## src/rtl/cpu_types_pkg.sv

```systemverilog
// Shared types and constants for the instruction memory model.
//   word_t         - 32-bit machine word
//   imem_state_t   - access FSM states (IDLE, WAIT, DONE)
//   HALT_WORD      - word returned for unlisted or illegal locations
//   IMEM_INIT      - power-on program image, word 0 upward
//   imem_init_word - reset value of word idx (image, else HALT_WORD)
package cpu_types_pkg;

    typedef logic [31:0] word_t;

    typedef enum logic [1:0] {
        IDLE = 2'd0,
        WAIT = 2'd1,
        DONE = 2'd2
    } imem_state_t;

    localparam word_t HALT_WORD = 32'hFFFF_FFFF;

    localparam int IMEM_INIT_N = 8;
    localparam word_t IMEM_INIT [IMEM_INIT_N] = '{
        32'h0000_0013, 32'h0010_0093, 32'h0020_0113, 32'h0030_8193,
        32'h0041_0213, 32'h0051_82B3, 32'h4062_8333, 32'h0000_006F
    };

    function automatic word_t imem_init_word(input int idx);
        word_t w;
        w = HALT_WORD;
        for (int k = 0; k < IMEM_INIT_N; k++) begin
            if (idx == k) w = IMEM_INIT[k];
        end
        return w;
    endfunction

endpackage

```

## src/rtl/latency_imem_wait_counter.sv

```systemverilog
// Loadable down-counter used to time the access latency.
//   clk_i, rst_ni - clock, async active-low reset (counter clears to 0)
//   load_i, val_i - load val_i (has priority over decrement)
//   dec_i         - decrement by one, saturating at zero
//   cnt_o, zero_o - current count and count==0 flag
module wait_counter #(
    parameter int WIDTH = 4
) (
    input  logic             clk_i,
    input  logic             rst_ni,
    input  logic             load_i,
    input  logic             dec_i,
    input  logic [WIDTH-1:0] val_i,
    output logic [WIDTH-1:0] cnt_o,
    output logic             zero_o
);

    logic [WIDTH-1:0] cnt_q;

    always_ff @(posedge clk_i or negedge rst_ni) begin
        if (!rst_ni) begin
            cnt_q <= '0;
        end else if (load_i) begin
            cnt_q <= val_i;
        end else if (dec_i && (cnt_q != '0)) begin
            cnt_q <= cnt_q - WIDTH'(1);
        end
    end

    assign cnt_o  = cnt_q;
    assign zero_o = (cnt_q == '0);

endmodule

```

## src/rtl/latency_imem.sv

```systemverilog
// Fixed-latency instruction memory with a program-load write port.
// A request held on iREN is answered LAT+1 cycles after acceptance with a
// one-cycle ihit; iload/ierr are valid in that cycle and iload holds its
// value afterwards. Misaligned or out-of-range addresses return HALT_WORD
// with ierr=1.
//   CLK, nRST                        - clock, async active-low reset
//   iREN, iaddr                      - read request / byte address
//   ihit, iload, ierr                - response
//   pload_en, pload_addr, pload_data - word write port, usable any time
// Build option: define LATENCY_IMEM_BUF_EN to add a one-entry buffer of the
// last good completed access that answers a repeat request in the same cycle.
module latency_imem
    import cpu_types_pkg::*;
#(
    parameter int LAT   = 2,
    parameter int DEPTH = 16
) (
    input  logic                     CLK,
    input  logic                     nRST,
    input  logic                     iREN,
    input  logic [31:0]              iaddr,
    output logic                     ihit,
    output logic [31:0]              iload,
    output logic                     ierr,
    input  logic                     pload_en,
    input  logic [$clog2(DEPTH)-1:0] pload_addr,
    input  logic [31:0]              pload_data
);

    localparam int AW = $clog2(DEPTH);
    localparam int CW = 4;

    imem_state_t   state_q;
    word_t         addr_q;
    word_t         iload_q, iload_d;
    word_t         mem_q [DEPTH];
    logic [AW-1:0] idx;
    logic          bad;
    word_t         rd_word;
    logic [CW-1:0] cnt;
    logic          cnt_zero, cnt_last;
    logic          cnt_load, cnt_dec;
    logic          addr_chg;

    // Decode of the latched address; the array is read combinationally in
    // DONE so any write landing before DONE is seen, while a write in the
    // DONE cycle itself only takes effect after the hit.
    assign idx     = addr_q[AW+1:2];
    assign bad     = (addr_q[1:0] != 2'b00) || (|addr_q[31:AW+2]);
    assign rd_word = bad ? HALT_WORD : mem_q[idx];

    logic  buf_hit;
    word_t hit_word;

`ifdef LATENCY_IMEM_BUF_EN
    logic  buf_vld_q;
    word_t buf_addr_q, buf_data_q;
    logic  buf_set, buf_kill;

    assign buf_hit  = (state_q == IDLE) && iREN && buf_vld_q && (iaddr == buf_addr_q);
    assign hit_word = buf_hit ? buf_data_q : rd_word;
    assign buf_set  = (state_q == DONE) && !bad;
    // Compare against the entry being written this cycle if there is one,
    // so a load into the word completing right now also invalidates it.
    assign buf_kill = pload_en && (pload_addr == (buf_set ? idx : buf_addr_q[AW+1:2]));

    always_ff @(posedge CLK or negedge nRST) begin
        if (!nRST) begin
            buf_vld_q  <= 1'b0;
            buf_addr_q <= '0;
            buf_data_q <= '0;
        end else begin
            if (buf_set) begin
                buf_addr_q <= addr_q;
                buf_data_q <= rd_word;
            end
            if (buf_kill)     buf_vld_q <= 1'b0;
            else if (buf_set) buf_vld_q <= 1'b1;
        end
    end
`else
    assign buf_hit  = 1'b0;
    assign hit_word = rd_word;
`endif

    // Wait counter: loaded on acceptance and on an address change in WAIT.
    assign addr_chg = (iaddr != addr_q);
    assign cnt_load = ((state_q == IDLE) && iREN && !buf_hit) ||
                      ((state_q == WAIT) && iREN && addr_chg);
    assign cnt_dec  = (state_q == WAIT);
    assign cnt_last = (cnt == CW'(1)) || cnt_zero;

    wait_counter #(.WIDTH(CW)) u_cnt (
        .clk_i  (CLK),
        .rst_ni (nRST),
        .load_i (cnt_load),
        .dec_i  (cnt_dec),
        .val_i  (CW'(LAT)),
        .cnt_o  (cnt),
        .zero_o (cnt_zero)
    );

    always_ff @(posedge CLK or negedge nRST) begin
        if (!nRST) begin
            state_q <= IDLE;
            addr_q  <= '0;
        end else begin
            case (state_q)
                IDLE: begin
                    if (iREN && !buf_hit) begin
                        addr_q  <= iaddr;
                        state_q <= (LAT == 0) ? DONE : WAIT;
                    end
                end
                WAIT: begin
                    if (!iREN) begin
                        state_q <= IDLE;
                    end else if (addr_chg) begin
                        addr_q <= iaddr;
                    end else if (cnt_last) begin
                        state_q <= DONE;
                    end
                end
                DONE:    state_q <= IDLE;
                default: state_q <= IDLE;
            endcase
        end
    end

    // Response outputs; iload_q keeps the last delivered word between hits.
    assign ihit    = (state_q == DONE) || buf_hit;
    assign ierr    = (state_q == DONE) && bad;
    assign iload   = ihit ? hit_word : iload_q;
    assign iload_d = ihit ? hit_word : iload_q;

    always_ff @(posedge CLK or negedge nRST) begin
        if (!nRST) iload_q <= '0;
        else       iload_q <= iload_d;
    end

    always_ff @(posedge CLK or negedge nRST) begin
        if (!nRST) begin
            for (int i = 0; i < DEPTH; i++) mem_q[i] <= imem_init_word(i);
        end else if (pload_en) begin
            mem_q[pload_addr] <= pload_data;
        end
    end

endmodule

```

## config.mk

```make
export PLATFORM = sky130hd
export DESIGN_NAME = latency_imem
export DESIGN_NICKNAME = d
export VERILOG_FILES = /design/src/rtl/cpu_types_pkg.sv /design/src/rtl/latency_imem_wait_counter.sv /design/src/rtl/latency_imem.sv
export SDC_FILE = /design/constraint.sdc
export NUM_CORES = 1
export LEC_CHECK = 0
export BUFFER_PORTS_ARGS = -buffer_cell sky130_fd_sc_hd__buf_2
export CAP_MARGIN = 10
export CORE_MARGIN = 1
export CORE_UTILIZATION = 56
export DETAILED_ROUTE_END_ITERATION = 8
export GPL_TIMING_DRIVEN = 0
export HOLD_SLACK_MARGIN = 0.02
export PLACE_DENSITY = 0.76
export SETUP_SLACK_MARGIN = 0.02
export SYNTH_ARGS = -nofsm -noshare
export SYNTH_HDL_FRONTEND = slang
export SYNTH_SLANG_ARGS = --single-unit
export TNS_END_PERCENT = 1
```

## constraint.sdc

```tcl
create_clock -name CLK -period 1.98 [get_ports CLK]
set_input_delay 0.099 -clock CLK [delete_from_list [all_inputs] [get_ports CLK]]
set_output_delay 0.099 -clock CLK [all_outputs]
set_load 0.01 [all_outputs]
```

==> run metrics <==
final wirelength 62000 µm; Final Cycle Share 150%; Sum Neg Setup Slack -43.42 ns; Pre-antenna DRT Iters 5; number of cell rows 79; status complete, but fails checks; synth-to-layout area growth 17.3%; Tot GR Track Use between 20% and 30%; Max IR drop VDD 0.846 mV; final setup slack of the worst path -0.989 ns; Synthesized Nets 1638; Worst EP arrival 2.87 ns; worst-margin pin slew roughly 1.1 ns; CTS tree done; largest net degree at the start of global routing around 130; global placement routability congestion ~0.85; clk_lat worst skew around 0.62 ns; Max Slew Vio Count 0; CP Max Fanout 10; clock sinks 582; Setup Crit Path Kind flip-flop to output port; Util after Layout 66.4%; Clock transition at path regs 0.06 ns; HPWL after DPL 39600 µm; Final nets 1877; grt total ovfl 0; # IOs 106; Static Leak 12.6 nW; R2R setup slack -0.37 ns; initial antenna violation count 6; routed length per instance 25.2 µm; worst r2r src addr_q[2]$_DFFE_PN0P_; first-pass GRT wire length just under 100000 µm; clk buf depth 3; Netlist cell types 34; CTS Buf Count 59; drt initial violations 925; vias in the first global route 16166; layout cells sized above 1 approximately two thirds; vias per cell a little over 6; failing checks setup timing; Die ar. 47800 µm²; # port buffers 103; CP endpoint kind output port; Post-Syn Instances 1563; final worst clock skew 0.00990 ns; synthesized cell area roughly 26000 µm²; fin crit period 2.97 ns; worst-case reg-to-reg path depth 7; final setup vio count 98; Ys Warns 0; Slew Limit Headroom 29.1%; starting density of the core 56.6%; residual DRC count 0; H-tree depth 2; clk root buf clkbuf_16; number of synthesized flops with an enable pin 0; unrepaired setup endpoints after global routing yes; CP Data Required Time 1.88 ns; core area about 46000 µm²; achievable frequency 337 MHz; Pwr Density 1120 nW/µm²; die height about 220 µm; maxcap violations 0; Vias 14940; Die Wd 219 µm; Synth Register Bits 582; CP Launch Type flip-flop; HP Class primary input to asynchronous set/reset pin; Avg Synthesized Cell Area 16.8 µm²; post-route ant nets 0; r2r endpoint iload_q[31]$_DFF_PN0_; Seq/Total Area, Yosys 56.8%; Post-synth ARST share 100%; final hold slack 0.0393 ns; top_reg_cell synth dfstp_2; final hold vios 0
[report_power, final]
group,switching [W],internal (W)
clock network,0.00461,0.00681
registers,0.00126,0.0155
logic,0.00230,0.00401
[state kept, by name, indices dropped and copies added (netlist names)]
name         flops
state_q          2
iload_q         32
addr_q          32
u_cnt.cnt_o      4
mem_q          512
[per-layer routing]
metal  global-route usage, %  share of wire [%]  routed length (µm)  vias to the layer above
li1                        -                  -                   -                     6336
met1                    37.0                 43               26600                     8136
met2                    44.0                 50               30700                      333
met3                    4.30                4.1                2560                      129
met4                    9.95                3.4                2110                        6
met5                       0              0.052                  32                        -
[cell usage after synthesis (4+ instances only)]
| cell | instances | area share [%] |
|---|---|---|
| buf_1 | 21 | 0.30 |
| buf_2 | 7 | 0.13 |
| buf_6 | 12 | 0.51 |
| clkbuf_1 | 91 | 1.3 |
| dfrtp_1 | 272 | 26 |
| dfstp_2 | 310 | 31 |
| inv_1 | 5 | 0.071 |
| mux2_1 | 21 | 0.90 |
| mux2_2 | 523 | 22 |
| mux4_2 | 160 | 14 |
| nand2_1 | 8 | 0.11 |
| nand3_1 | 5 | 0.095 |
| nand3b_1 | 4 | 0.11 |
| nor2_1 | 13 | 0.19 |
| nor2b_1 | 4 | 0.095 |
| nor4_1 | 12 | 0.29 |
| o22a_1 | 32 | 1.1 |
| xnor2_1 | 15 | 0.50 |
| xor2_1 | 17 | 0.57 |
[kinds of logic after synthesis]
family | count (synthesis) | synth area share (%)
mux | 704 | 37.0
buf+inv | 139 | 2.40
flops | 582 | 56.8
compound gates | 40 | 1.27
xor+xnor | 32 | 1.07
simple gates | 63 | 1.29
fa+ha+maj | 3 | 0.143
[worst max path at each step]
| stage | cells after the start | slack, ns | startpoint | end |
|---|---|---|---|---|
| 2_1_floorplan | 6 | -0.08 | addr_q[2]$_DFFE_PN0P_ | iload_q[10]$_DFF_PN0_ |
| 3_3_place_gp | 1 | -10.48 | nRST | iload_q[16]$_DFF_PN0_ |
| 3_5_place_dp | 6 | -0.69 | addr_q[3]$_DFFE_PN0P_ | iload[2] |
| 4_1_cts | 8 | -1.03 | addr_q[2]$_DFFE_PN0P_ | iload[21] |
| 5_1_grt | 7 | -1.04 | addr_q[2]$_DFFE_PN0P_ | iload[31] |
| 6_report | 7 | -0.99 | addr_q[2]$_DFFE_PN0P_ | iload[31] |
[critical path, stage by stage (launching register included)]
cell     delay, ns
dfrtp_1       0.35
buf_8         0.14
buf_12        0.15
buf_12        0.16
mux4_2        0.53
mux4_2        0.51
o22a_1        0.24
buf_2         0.16
[stage by stage]
stage | total power, W | instance area, µm² | setup slack, ns | instances
2_1_floorplan | 0.0212 | 26400 | -0.0799 | 1563
3_3_place_gp | 0.0225 | 27700 | -10.48 | 2273
3_5_place_dp | 0.0230 | 27900 | -0.690 | 2278
4_1_cts | 0.0347 | 30800 | -1.03 | 2459
5_1_grt | 0.0359 | 30800 | -1.04 | 2461
6_report | 0.0345 | 30900 | -0.989 | 2462
[layout by cell type, fill, tap and decap left out, types with 3 or more instances in the layout]
cell	instances
buf_16	9
clkbuf_2	6
and2_1	3
mux4_2	160
nand2_1	8
nand3b_1	4
clkbuf_8	23
nand4_1	3
nor4_1	7
clkbuf_16	61
buf_12	9
o21ai_0	3
nor4_2	4
buf_1	12
nand2b_1	3
mux2_1	21
o22a_1	32
xnor2_1	14
nand3_1	3
dlygate4sd3_1	65
nor2_1	12
or3_1	3
diode_2	3
clkbuf_4	4
buf_4	11
clkbuf_1	96
clkinv_2	4
mux2_2	523
inv_1	5
dfstp_2	310
buf_2	106
dfrtp_1	272
nor2b_1	3
ha_1	3
buf_6	6
xor2_1	16
bufinv_16	4
[layout make-up]
type	count	area, µm²
Tap cell	607	759
Buffer	133	883
Timing Repair Buffer	179	1400
Clock inverter	11	173
Clock buffer	100	1840
Inverter	5	18.8
Fill cell	3168	15600
Sequential cell	582	15000
Multi-Input combinational cell	842	10800
Antenna cell	3	7.51
[timing repair]
item / in CTS / in global routing
setup endpoints to repair: 99 / 98
cloned: 2 / 0
hold buffers: 65 / 0
pin swaps: 1 / 2
gates resized for setup: 52 / 13
endpoints found under the hold margin: 440 / 0
buffers inserted: 3 / 2
Note: power is estimated with default switching activity, not from simulation.
